**src/rtl/frogger_game_ctrl.sv**
```systemverilog
// ============================================================================
// Module   : frogger_game_ctrl
// Brief    : Frogger game sequencer - frog position, lane timebase, lives,
//            score and game state, driven by synchronised push buttons.
// Revision : 1.0 - initial release
// ============================================================================
`default_nettype none

module frogger_game_ctrl #(
  parameter int TICK_DIV    = 100_000_000,
  parameter int LIVES       = 3,
  parameter int DEATH_TICKS = 4,
  parameter int WIN_TICKS   = 2
) (
  input  logic       clk,
  input  logic       reset,
  input  logic       start,
  input  logic       up,
  input  logic       down,
  input  logic       left,
  input  logic       right,
  input  logic [7:0] row_occ,
  output logic [2:0] frog_row,
  output logic [7:0] frog_col,
  output logic       lane_step,
  output logic [1:0] lives,
  output logic [7:0] score,
  output logic [2:0] game_state,
  output logic       frog_visible
);

  localparam int CNT_W = (TICK_DIV > 1) ? $clog2(TICK_DIV) : 1;
  localparam logic [7:0] C_START_COL = 8'b0001_0000;

  typedef enum logic [2:0] {
    S_IDLE     = 3'd0,
    S_PLAY     = 3'd1,
    S_DYING    = 3'd2,
    S_WIN      = 3'd3,
    S_GAMEOVER = 3'd4
  } state_t;

  state_t           r_state;
  logic [2:0]       r_row;
  logic [7:0]       r_col;
  logic             r_lane_step;
  logic [1:0]       r_lives;
  logic [7:0]       r_score;
  logic             r_visible;
  logic [CNT_W-1:0] r_tick_cnt;
  logic [7:0]       r_phase_ticks;

  // Button vectors are ordered {up, down, right, left}, i.e. move priority.
  logic [3:0] r_btn_s1, r_btn_s2, r_btn_h;
  logic       r_start_s1, r_start_s2, r_start_h;

  logic [3:0] w_press;
  logic       w_start_edge;
  logic       w_tick;
  logic       w_collide;

  assign w_press      = r_btn_h & ~r_btn_s2;
  assign w_start_edge = r_start_s2 & ~r_start_h;
  assign w_tick       = (r_tick_cnt == CNT_W'(TICK_DIV - 1));
  assign w_collide    = (r_row != 3'd0) && (r_row != 3'd7) && ((row_occ & r_col) != 8'd0);

  always_ff @(posedge clk or posedge reset) begin
    if (reset) begin
      r_state       <= S_IDLE;
      r_row         <= 3'd7;
      r_col         <= C_START_COL;
      r_lane_step   <= 1'b0;
      r_lives       <= 2'(LIVES);
      r_score       <= 8'd0;
      r_visible     <= 1'b1;
      r_tick_cnt    <= '0;
      r_phase_ticks <= 8'd0;
      r_btn_s1      <= 4'hF;
      r_btn_s2      <= 4'hF;
      r_btn_h       <= 4'hF;
      r_start_s1    <= 1'b0;
      r_start_s2    <= 1'b0;
      r_start_h     <= 1'b0;
    end else begin
      r_btn_s1    <= {up, down, right, left};
      r_btn_s2    <= r_btn_s1;
      r_btn_h     <= r_btn_s2;
      r_start_s1  <= start;
      r_start_s2  <= r_start_s1;
      r_start_h   <= r_start_s2;
      r_lane_step <= w_tick && (r_state == S_PLAY);

      if (r_state == S_IDLE || r_state == S_GAMEOVER) begin
        r_tick_cnt <= '0;
      end else begin
        r_tick_cnt <= w_tick ? '0 : r_tick_cnt + CNT_W'(1);
      end

      case (r_state)
        S_IDLE, S_GAMEOVER: begin
          if (w_start_edge) begin
            r_state <= S_PLAY;
            r_lives <= 2'(LIVES);
            r_score <= 8'd0;
            r_row   <= 3'd7;
            r_col   <= C_START_COL;
          end
        end

        S_PLAY: begin
          if (r_row == 3'd0) begin
            r_state       <= S_WIN;
            r_phase_ticks <= 8'd0;
            if (r_score != 8'hFF) r_score <= r_score + 8'd1;
          end else if (w_collide) begin
            // A press landing in the same cycle is dropped with the frog.
            r_state       <= S_DYING;
            r_phase_ticks <= 8'd0;
            if (r_lives != 2'd0) r_lives <= r_lives - 2'd1;
          end else if (w_press[3]) begin
            r_row <= r_row - 3'd1;
          end else if (w_press[2]) begin
            if (r_row != 3'd7) r_row <= r_row + 3'd1;
          end else if (w_press[1]) begin
            if (r_col != 8'b0000_0001) r_col <= r_col >> 1;
          end else if (w_press[0]) begin
            if (r_col != 8'b1000_0000) r_col <= r_col << 1;
          end
        end

        S_DYING: begin
          if (w_tick) begin
            if (r_phase_ticks == 8'(DEATH_TICKS - 1)) begin
              r_visible     <= 1'b1;
              r_row         <= 3'd7;
              r_col         <= C_START_COL;
              r_phase_ticks <= 8'd0;
              r_state       <= (r_lives == 2'd0) ? S_GAMEOVER : S_PLAY;
            end else begin
              r_visible     <= ~r_visible;
              r_phase_ticks <= r_phase_ticks + 8'd1;
            end
          end
        end

        S_WIN: begin
          if (w_tick) begin
            if (r_phase_ticks == 8'(WIN_TICKS - 1)) begin
              r_row         <= 3'd7;
              r_col         <= C_START_COL;
              r_phase_ticks <= 8'd0;
              r_state       <= S_PLAY;
            end else begin
              r_phase_ticks <= r_phase_ticks + 8'd1;
            end
          end
        end

        default: r_state <= S_IDLE;
      endcase
    end
  end

  assign frog_row     = r_row;
  assign frog_col     = r_col;
  assign lane_step    = r_lane_step;
  assign lives        = r_lives;
  assign score        = r_score;
  assign game_state   = r_state;
  assign frog_visible = r_visible;

endmodule

`default_nettype wire

```
**config.mk**
```make
export PLATFORM = sky130hd
export DESIGN_NAME = frogger_game_ctrl
export DESIGN_NICKNAME = d
export VERILOG_FILES = /design/src/rtl/frogger_game_ctrl.sv
export SDC_FILE = /design/constraint.sdc
export NUM_CORES = 1
export LEC_CHECK = 0
export ABC_AREA = 0
export BUFFER_PORTS_ARGS = -buffer_cell sky130_fd_sc_hd__buf_2
export CAP_MARGIN = 20
export CORE_MARGIN = 2
export CORE_UTILIZATION = 33
export CTS_BUF_LIST = sky130_fd_sc_hd__clkbuf_8
export CTS_CLUSTER_SIZE = 16
export DETAILED_ROUTE_END_ITERATION = 8
export PLACE_DENSITY = 0.47
export SLEW_MARGIN = 10
export SYNTH_ARGS = -nofsm -noshare
export SYNTH_HDL_FRONTEND = slang
export SYNTH_SLANG_ARGS = --single-unit
export TNS_END_PERCENT = 100
```
**constraint.sdc**
```tcl
create_clock -name clk -period 2.91 [get_ports clk]
set_input_delay 0.582 -clock clk [delete_from_list [all_inputs] [get_ports clk]]
set_output_delay 0.582 -clock clk [all_outputs]
set_load 0.01 [all_outputs]
```
# Word level (Yosys, flattened, before mapping)
# Cells that the tools add are included.
dict set report word_totals {
  ff_bits 76
  inputBits 15
  out_inout_bits 26
}
dict set report classes {
  n_addsub 6
  eq_ne 30
  n_mux 53
  bitwise 6
  reduce_logical 21
}
# cell count
set ops {}
lappend ops {{2-to-1 mux 8 bit} 22}
lappend ops {{2-to-1 mux 27 bit} 2}
lappend ops {{2-to-1 mux 3 bit} 18}
lappend ops {{one-hot mux 8 bit (4 select lines)} 1}
lappend ops {{adder 27 x 1 -> 27 bit (second input constant)} 1}
lappend ops {{== test 27 bit (second input constant)} 1}
lappend ops {{one-hot mux 3 bit (4 select lines)} 2}
lappend ops {{one-hot mux 8 bit (3 select lines)} 1}
lappend ops {{inequality test 2 bit (second input constant)} 10}
lappend ops {{adder 8 x 1 -> 8 bit (second input constant)} 2}
lappend ops {{inequality test 8 bit (second input constant)} 2}
lappend ops {{one-hot mux 8 bit (2 select lines)} 1}
lappend ops {{AND reduction 13 bit} 1}
lappend ops {{inequality test 3 x 2 -> 1 bit (second input constant)} 4}
lappend ops {{AND reduction 10 bit} 1}
lappend ops {{inequality test 3 bit (second input constant)} 3}
lappend ops {{AND 8 bit} 1}
lappend ops {{== test 8 x 1 -> 1 bit (second input constant)} 1}
lappend ops {{== test 8 x 2 -> 1 bit (second input constant)} 1}
lappend ops {{2-to-1 mux 2 bit} 4}
lappend ops {{inequality test 8 x 1 -> 1 bit (second input constant)} 1}
lappend ops {{AND reduction 4 bit} 2}
lappend ops {{nonzero test 8 bit} 1}
lappend ops {{== test 3 x 2 -> 1 bit (second input constant)} 2}
lappend ops {{other kinds (23)} 31}

# Longest topological paths before layout
# Gate-level depths: netlist (run 1).
dict set report depth {
  ltp_word 9
  ltp_mapped 8
  mapped_depth_nobuf 7
}

# Worst setup path after synthesis (run 1)
# No wires, ideal clock.
dict set report synth_timing {
  path_type {reg-to-reg}
  start {register r_tick_cnt[0]}
  end {register r_col[0], in the netlist frog_col[0]}
  t_arrival_ps 2234
  slack_ps 551
  path_stages_with_launch 9
  path_buffers 2
  period_less_slack_ps 2359
  path_cell_list {dfrtp_1 -> ha_1 -> and3_1 -> buf_4 -> nand4_2 -> or3_1 -> buf_2 -> a221oi_4 -> mux2_2}
}
dict set report synth_via {
  elab_chain_len 3
  elab_cells_between_ends 4
  cone_classes {3 x eq/ne; 1 x reduce/logical}
}
# item line_no
set synth_rtl {}
lappend synth_rtl {{start: declaration} 50} ;# logic [CNT_W-1:0] r_tick_cnt;
lappend synth_rtl {{start signal: assignment} 96} ;# r_tick_cnt <= w_tick ? '0 : r_tick_cnt + CNT_W'(1);
lappend synth_rtl {{== test 27 bit *} 64} ;# assign w_tick = (r_tick_cnt == CNT_W'(TICK_DIV - 1));
lappend synth_rtl {{inequality test 2 bit (no source line)} -}
lappend synth_rtl {{AND reduction 13 bit (no source line) *} -}
lappend synth_rtl {{end signal: assignment} 125} ;# if (r_col != 8'b0000_0001) r_col <= r_col >> 1;
lappend synth_rtl {{end signal: assignment} 127} ;# if (r_col != 8'b1000_0000) r_col <= r_col << 1;
lappend synth_rtl {{end: declaration} 45} ;# logic [7:0] r_col;
# Every way passes the cells marked *; elsewhere a longest branch is shown, timed or not.
# A chain may end at the register's enable or synchronous reset.

# Final worst setup path (run 1)
dict set report layout_timing {
  start {register r_tick_cnt[0]}
  end {register r_col[5], in the netlist frog_col[5]}
}
# The elaborated chain is that of the path after synthesis.

==> results of run 1 <==
-- cell usage after synthesis, types with 9 or more instances --
library cell	count	area, µm²
nor2_1	58	217.7
dfrtp_1	57	1426
nand2_1	35	131.4
xnor2_1	21	183.9
dfstp_2	19	499.2
a21oi_1	17	85.08
nand3_1	16	80.08
inv_1	14	52.55
o21ai_0	11	55.05
and3_1	10	62.56
mux2_2	10	112.6
xor2_1	10	87.58
nor4_1	9	56.30
-- worst paths after layout --
check / start / endpoint / depth (start not counted)
min reg2reg: r_btn_s1[3]$_DFF_PP1_ / r_btn_s2[3]$_DFF_PP1_ / 0
min: reset / frog_col[1]$_DFFE_PP0P_ / 3
min in group clk: right / r_btn_s1[1]$_DFF_PP1_ / 1
max: r_tick_cnt[0]$_DFF_PP0_ / frog_col[5]$_DFFE_PP0P_ / 6
max reg2reg: r_tick_cnt[0]$_DFF_PP0_ / frog_col[5]$_DFFE_PP0P_ / 6
max in group asynchronous: reset / r_btn_s1[3]$_DFF_PP1_ / 3
-- routing by layer --
metal / vias up / track usage / routed length, µm
met5: - / 0 / 0
met4: 0 / 0.04715 / 109
met3: 10 / 0.05238 / 345
met2: 36 / 0.2225 / 3945
met1: 1446 / 0.2009 / 4289
li1: 1493 / - / -
-- cell families after synthesis --
| group | synth area share |
|---|---|
| AOI/OAI and AO/OA | 0.1113 |
| adders and majority gates | 0.02142 |
| muxes | 0.04220 |
| and+or+nand+nor | 0.2298 |
| buffers and inverters | 0.02532 |
| xor gates and xnor gates | 0.07043 |
| DFF | 0.4995 |
-- critical path: cells and delay by family (launching register included) --
kind                       cells  cell delay [ns]
and+or+nand+nor                3             0.88
AOI/OAI and AO/OA              1             0.53
DFF                            1             0.39
muxes                          1             0.39
adders and majority gates      1             0.19
-- cells in the final DEF (no fill, tap or decap), types with 2 or more instances in the layout --
master	synthesis	routed
nor2_1	58	58
or2_2	2	2
and4_1	5	5
or4_1	3	3
clkinv_4	0	2
inv_4	0	2
a21oi_1	17	17
a31oi_1	4	4
ha_1	5	5
nand2b_1	6	6
dfstp_2	19	19
nand4_1	7	7
nand3_1	16	16
a22oi_1	5	5
nor3b_1	2	2
o211a_1	2	2
xor2_1	10	10
clkbuf_8	0	9
buf_2	3	40
and3_1	10	10
dfrtp_1	57	57
nor2b_1	5	5
xnor2_1	21	21
inv_6	0	2
nor4_1	9	9
nand2_1	35	35
inv_1	14	14
a31o_2	2	2
a22o_1	6	6
buf_4	1	11
nand3b_1	2	2
mux2_2	10	10
nor3_1	8	8
or3_1	4	4
mux2i_1	5	5
o21ai_1	3	3
o21ai_0	11	11
o211ai_1	2	2
-- report_power, final --
| part | internal [mW] | total [mW] | switching (mW) | leakage [nW] |
|---|---|---|---|---|
| logic | 0.292 | 0.728 | 0.436 | 0.956 |
| clock network | 0.316 | 0.743 | 0.427 | 0.0963 |
| registers | 1.18 | 1.29 | 0.106 | 0.972 |
-- per-stage QoR --
stage	instance area, µm²	setup WS [ns]
after floorplan	3855	0.4211
after global placement	4292	0.4628
after detailed placement	4292	0.4180
after CTS	4467	0.4303
after global routing	4467	0.2958
final	4467	0.4271
-- state kept, by name, indices dropped and copies added, names as in the netlist --
| name | flops |
|---|---|
| r_phase_ticks | 8 |
| r_start_s2 | 1 |
| r_start_h | 1 |
| game_state | 3 |
| r_btn_s2 | 4 |
| frog_visible | 1 |
| lives | 2 |
| frog_row | 3 |
| r_start_s1 | 1 |
| r_tick_cnt | 27 |
| r_btn_h | 4 |
| r_btn_s1 | 4 |
| score | 8 |
| lane_step | 1 |
| frog_col | 8 |
-- area by class of cell --
class	instances	area [µm²]	area share
Sequential cell	76	1926	0.4311
Timing Repair Buffer	52	302.8	0.06779
Clock buffer	9	123.9	0.02773
Clock inverter	7	51.30	0.01148
Multi-Input combinational cell	292	1832	0.4101
Tap cell	143	178.9	0.04006
Inverter	14	52.55	0.01176
==> flow_metrics.env, run 1 <==
export IMPL_status="finished clean"
export IMPL_power_density_nw_per_um2=618.0
export IMPL_max_freq_ghz=0.4028
export IMPL_core_area_um2=11420
export IMPL_top_level_ports=41
export IMPL_layout_nets=466
export IMPL_ys_warnings_count=0
export IMPL_cts_path_max_buffers=2
export IMPL_wl_per_cell_um=14.65
export IMPL_via_per_inst=5.034
export IMPL_antenna_found_initial=0
export IMPL_grt_use_total=0.1479
export IMPL_syn_nets=413
export IMPL_synth_edf_count=0
export IMPL_num_antenna_cells=0
export IMPL_die_h_um=112.1
export IMPL_die_w_um=112.1
export IMPL_drive_above_1_share=0.2333
export IMPL_hp_class="input port to asynchronous set/reset pin"
export IMPL_worstPathCellList="ha_1 > and3_1 > nand4_2 > or3_1 > a221oi_4 > mux2_2"
export IMPL_hold_buffers=0
export IMPL_slowest_stage="or3_1"
export IMPL_synth_cell_types=52
export IMPL_gp_congestion=0.7519
export IMPL_finClkSkew_ns=0.01401
export IMPL_power_leakage_nw=2.024
export IMPL_finalNonFillerCells=593
export IMPL_rrSetupSlack_ns=0.43
export IMPL_hold_viol=0
export IMPL_fin_total_pwr_mw=2.761
export IMPL_hpwl_um=6030
export IMPL_cp_slowest_stage_delay_ns=0.53
export IMPL_worstMarginPinSlew_ns=0.5995
export IMPL_cp_max_fo=8
export IMPL_die_area_um2=12560
export IMPL_grt_pass1_vias=2963
export IMPL_wirelength_um=8690
export IMPL_cts_sinks=76
export IMPL_initial_utilization=0.3376
export IMPL_critPathKind="flop to flop"
export IMPL_io_buffers=40
export IMPL_synth_seq_cells=76
export IMPL_synth_area_um2=3855
export IMPL_cts_root_buf="clkbuf_8"
export IMPL_drv_slew=0
export IMPL_setup_tns_ns=0
export IMPL_fp_row_count=39
export IMPL_finalSetupViolations=0
export IMPL_drt_initial_drc_count=155
export IMPL_synthArstFlopShare=1.000
export IMPL_cp_required_ns=3.18
export IMPL_grt_max_degree=46
export IMPL_drc=0
export IMPL_cts_made_buffers=9
export IMPL_dp_cells=577
export IMPL_num_vias=2985
export IMPL_fin_crit_sh=0.8532
export IMPL_yosysSeqAreaShare=0.4995
export IMPL_cts_resized=0
export IMPL_start_kind="flop"
export IMPL_fin_crit_ns=2.483
export IMPL_final_util=0.3912
export IMPL_cts_setup_buffers=0
export IMPL_rsz0062_at_grt="no"
export IMPL_synthToLayoutAreaGrowth_pct=15.87
export IMPL_clkLatencyLatePin_ns=0.38
export IMPL_worstPathArrival_ns=2.75
export IMPL_drt_pass1_iter_count=5
export IMPL_drtAntennaViolNets=0
export IMPL_synth_ff_type="dfrtp_1"
export IMPL_h_tree_depth=3
export IMPL_worstSetupEndpointType="flop"
export IMPL_slew_headroom=0.5960
export IMPL_clk_pin_slew_ns=0.09
export IMPL_grt_pass1_wl_um=14710
export IMPL_grt_overflow_total=0
export IMPL_cts_tree="built"
export IMPL_synth_cells=392
export IMPL_syn_avg_cell_area_um2=9.834
export IMPL_fillers=1166
export IMPL_vdd_ir_drop_max_mv=0.4697
export IMPL_fin_hold_ws_ns=0.2306
export IMPL_max_cap_violations=0
No activity file was read; power rests on OpenSTA's default activity.
==> run 2: changes to the inputs <==
CELL_PAD_IN_SITES_DETAIL_PLACEMENT = 2   (was unset)
CELL_PAD_IN_SITES_GLOBAL_PLACEMENT = 2   (was unset)
PLACE_DENSITY = 0.68   (was 0.47)
==> run 2 against run 1 <==
- clock power up 20%
- sequential power about the same
- die area unchanged
- worst setup slack worse by 0.22 ns
- maximum frequency down 8.1%
- sequential share of layout area down 0.41 points
- clock skew down 0.0031 ns
- first-iteration DRC count down 30%
- sequential cell count unchanged
- largest cell class unchanged
==> flow_metrics.env, run 2 (synthesis gave the netlist of run 1 again) <==
export IMPL_status="finished clean"
export IMPL_setup_tns_ns=0
export IMPL_die_area_um2=12560
export IMPL_final_common_cell="nor2_1"
export IMPL_fin_crit_ns=2.701
export IMPL_drc=0
export IMPL_clk_pin_slew_ns=0.08
export IMPL_max_cap_violations=0
export IMPL_h_tree_depth=3
export IMPL_num_vias=3126
export IMPL_largest_register_ff_count=27
export IMPL_grt_use_total=0.1816
export IMPL_cts_sinks=76
export IMPL_slew_headroom=0.5459
export IMPL_drt_pass1_iter_count=4
export IMPL_worstPathArrival_ns=2.95
export IMPL_largest_register="r_tick_cnt"
export IMPL_p_clk_frac=0.303
export IMPL_cts_made_buffers=9
export IMPL_die_w_um=112.1
export IMPL_grt_pass1_wl_um=18230
export IMPL_wirelength_um=10700
export IMPL_power_density_nw_per_um2=655.3
export IMPL_cts_tree="built"
export IMPL_core_area_um2=11420
export IMPL_p_switching_mw=0.9787
export IMPL_layout_nets=466
export IMPL_start_kind="flop"
export IMPL_hpwl_um=7604
export IMPL_rsz0062_at_grt="no"
export IMPL_hp_class="input port to asynchronous set/reset pin"
export IMPL_fp_row_count=39
export IMPL_drive_above_1_share=0.2311
export IMPL_cp_max_fo=8
export IMPL_worstSetupEndpointType="flop"
export IMPL_grt_overflow_total=0
export IMPL_via_per_inst=5.272
export IMPL_initial_utilization=0.3376
export IMPL_finClkSkew_ns=0.01093
export IMPL_hold_viol=0
export IMPL_final_cell_mix="nor2_1 (58), dfrtp_1 (57), buf_2 (40)"
export IMPL_cts_root_buf="clkbuf_8"
export IMPL_clkLatencyLatePin_ns=0.37
export IMPL_fin_crit_sh=0.9281
export IMPL_max_freq_ghz=0.3702
export IMPL_drv_slew=0
export IMPL_vdd_ir_drop_max_mv=0.3234
export IMPL_comb_power_share=0.258
export IMPL_cts_resized=0
export IMPL_power_leakage_nw=2.042
export IMPL_gp_congestion=0.8132
export IMPL_antenna_found_initial=0
export IMPL_final_util=0.3949
export IMPL_grt_pass1_vias=3479
export IMPL_p_int_mw=1.976
export IMPL_swShare=0.3312
export IMPL_cp_required_ns=3.16
export IMPL_grt_max_degree=44
export IMPL_cts_path_max_buffers=2
export IMPL_cts_setup_buffers=0
export IMPL_num_antenna_cells=0
export IMPL_worstMarginPinSlew_ns=0.6766
export IMPL_critPathKind="flop to flop"
export IMPL_die_h_um=112.1
export IMPL_wl_per_cell_um=18.05
export IMPL_top_level_ports=41
export IMPL_power_frac_seq=0.439
export IMPL_io_buffers=40
export IMPL_drt_initial_drc_count=109
export IMPL_finalSetupViolations=0
export IMPL_drtAntennaViolNets=0
export IMPL_synthToLayoutAreaGrowth_pct=16.97
export IMPL_hold_buffers=0
[run 2: cell count changes in the layout (fill, tap and decap cells not counted), sizes merged]
cell	previous run	this run
clkinv	2	1
clkbuf	9	10
inv	19	16
clkinvlp	0	1
bufinv	0	2
[run 2: per-layer routing]
layer	vias up	global-route usage	part of all wire
met5	-	0	0
met3	12	0.02808	0.023
li1	1483	-	-
met4	0	0.06585	0.015
met2	38	0.2964	0.48
met1	1593	0.2464	0.48
[run 2: worst max-delay path, cell delays in order (launching register included)]
cell and delay [ns]:
dfrtp_1 0.40, ha_1 0.21, and3_1 0.36, nand4_2 0.17, or3_1 0.47, a221oi_4 0.57, mux2_2 0.40
[run 2: final cells by class]
| class | count | area (µm²) |
|---|---|---|
| Sequential cell | 76 | 1926 |
| Multi-Input combinational cell | 292 | 1832 |
| Tap cell | 143 | 178.9 |
| Fill cell | 1255 | 6909 |
| Clock buffer | 10 | 137.6 |
| Clock inverter | 6 | 80.08 |
| Timing Repair Buffer | 52 | 302.8 |
| Inverter | 14 | 52.55 |
[run 2: worst paths after layout]
path	cells past startpoint	slack, ns	to	start
max	6	0.21	frog_col[0]$_DFFE_PP0P_	r_tick_cnt[0]$_DFF_PP0_
min	2	0.12	score[0]$_DFFE_PP0P_	reset
max reg2reg	6	0.21	frog_col[0]$_DFFE_PP0P_	r_tick_cnt[0]$_DFF_PP0_
min reg2reg	0	0.35	r_start_s2$_DFF_PP0_	r_start_s1$_DFF_PP0_
max in group asynchronous	3	2.14	frog_visible$_DFFE_PP1P_	reset
min in group clk	1	0.31	r_btn_s1[0]$_DFF_PP1_	left
[run 2: power groups by stage]
stage / registers (mW) / clock network [mW] / logic, mW
after floorplan: 1.31 / 0 / 0.502
after global placement: 1.31 / 0 / 0.744
after detailed placement: 1.32 / 0 / 0.769
after CTS: 1.30 / 0.923 / 0.778
after global routing: 1.32 / 0.969 / 0.869
final: 1.30 / 0.895 / 0.764
[run 2: metrics by stage]
step	std cells	cell area (µm²)	hold slack, ns	total power, mW	setup WS [ns]
2_1_floorplan	392	3855	0.3312	1.808	0.4211
3_3_place_gp	577	4292	0.3395	2.051	0.3141
3_5_place_dp	577	4292	0.3386	2.087	0.2190
4_1_cts	593	4509	0.1042	3.000	0.1976
5_1_grt	593	4509	0.1138	3.156	0.08765
6_report	593	4509	0.1169	2.955	0.2091
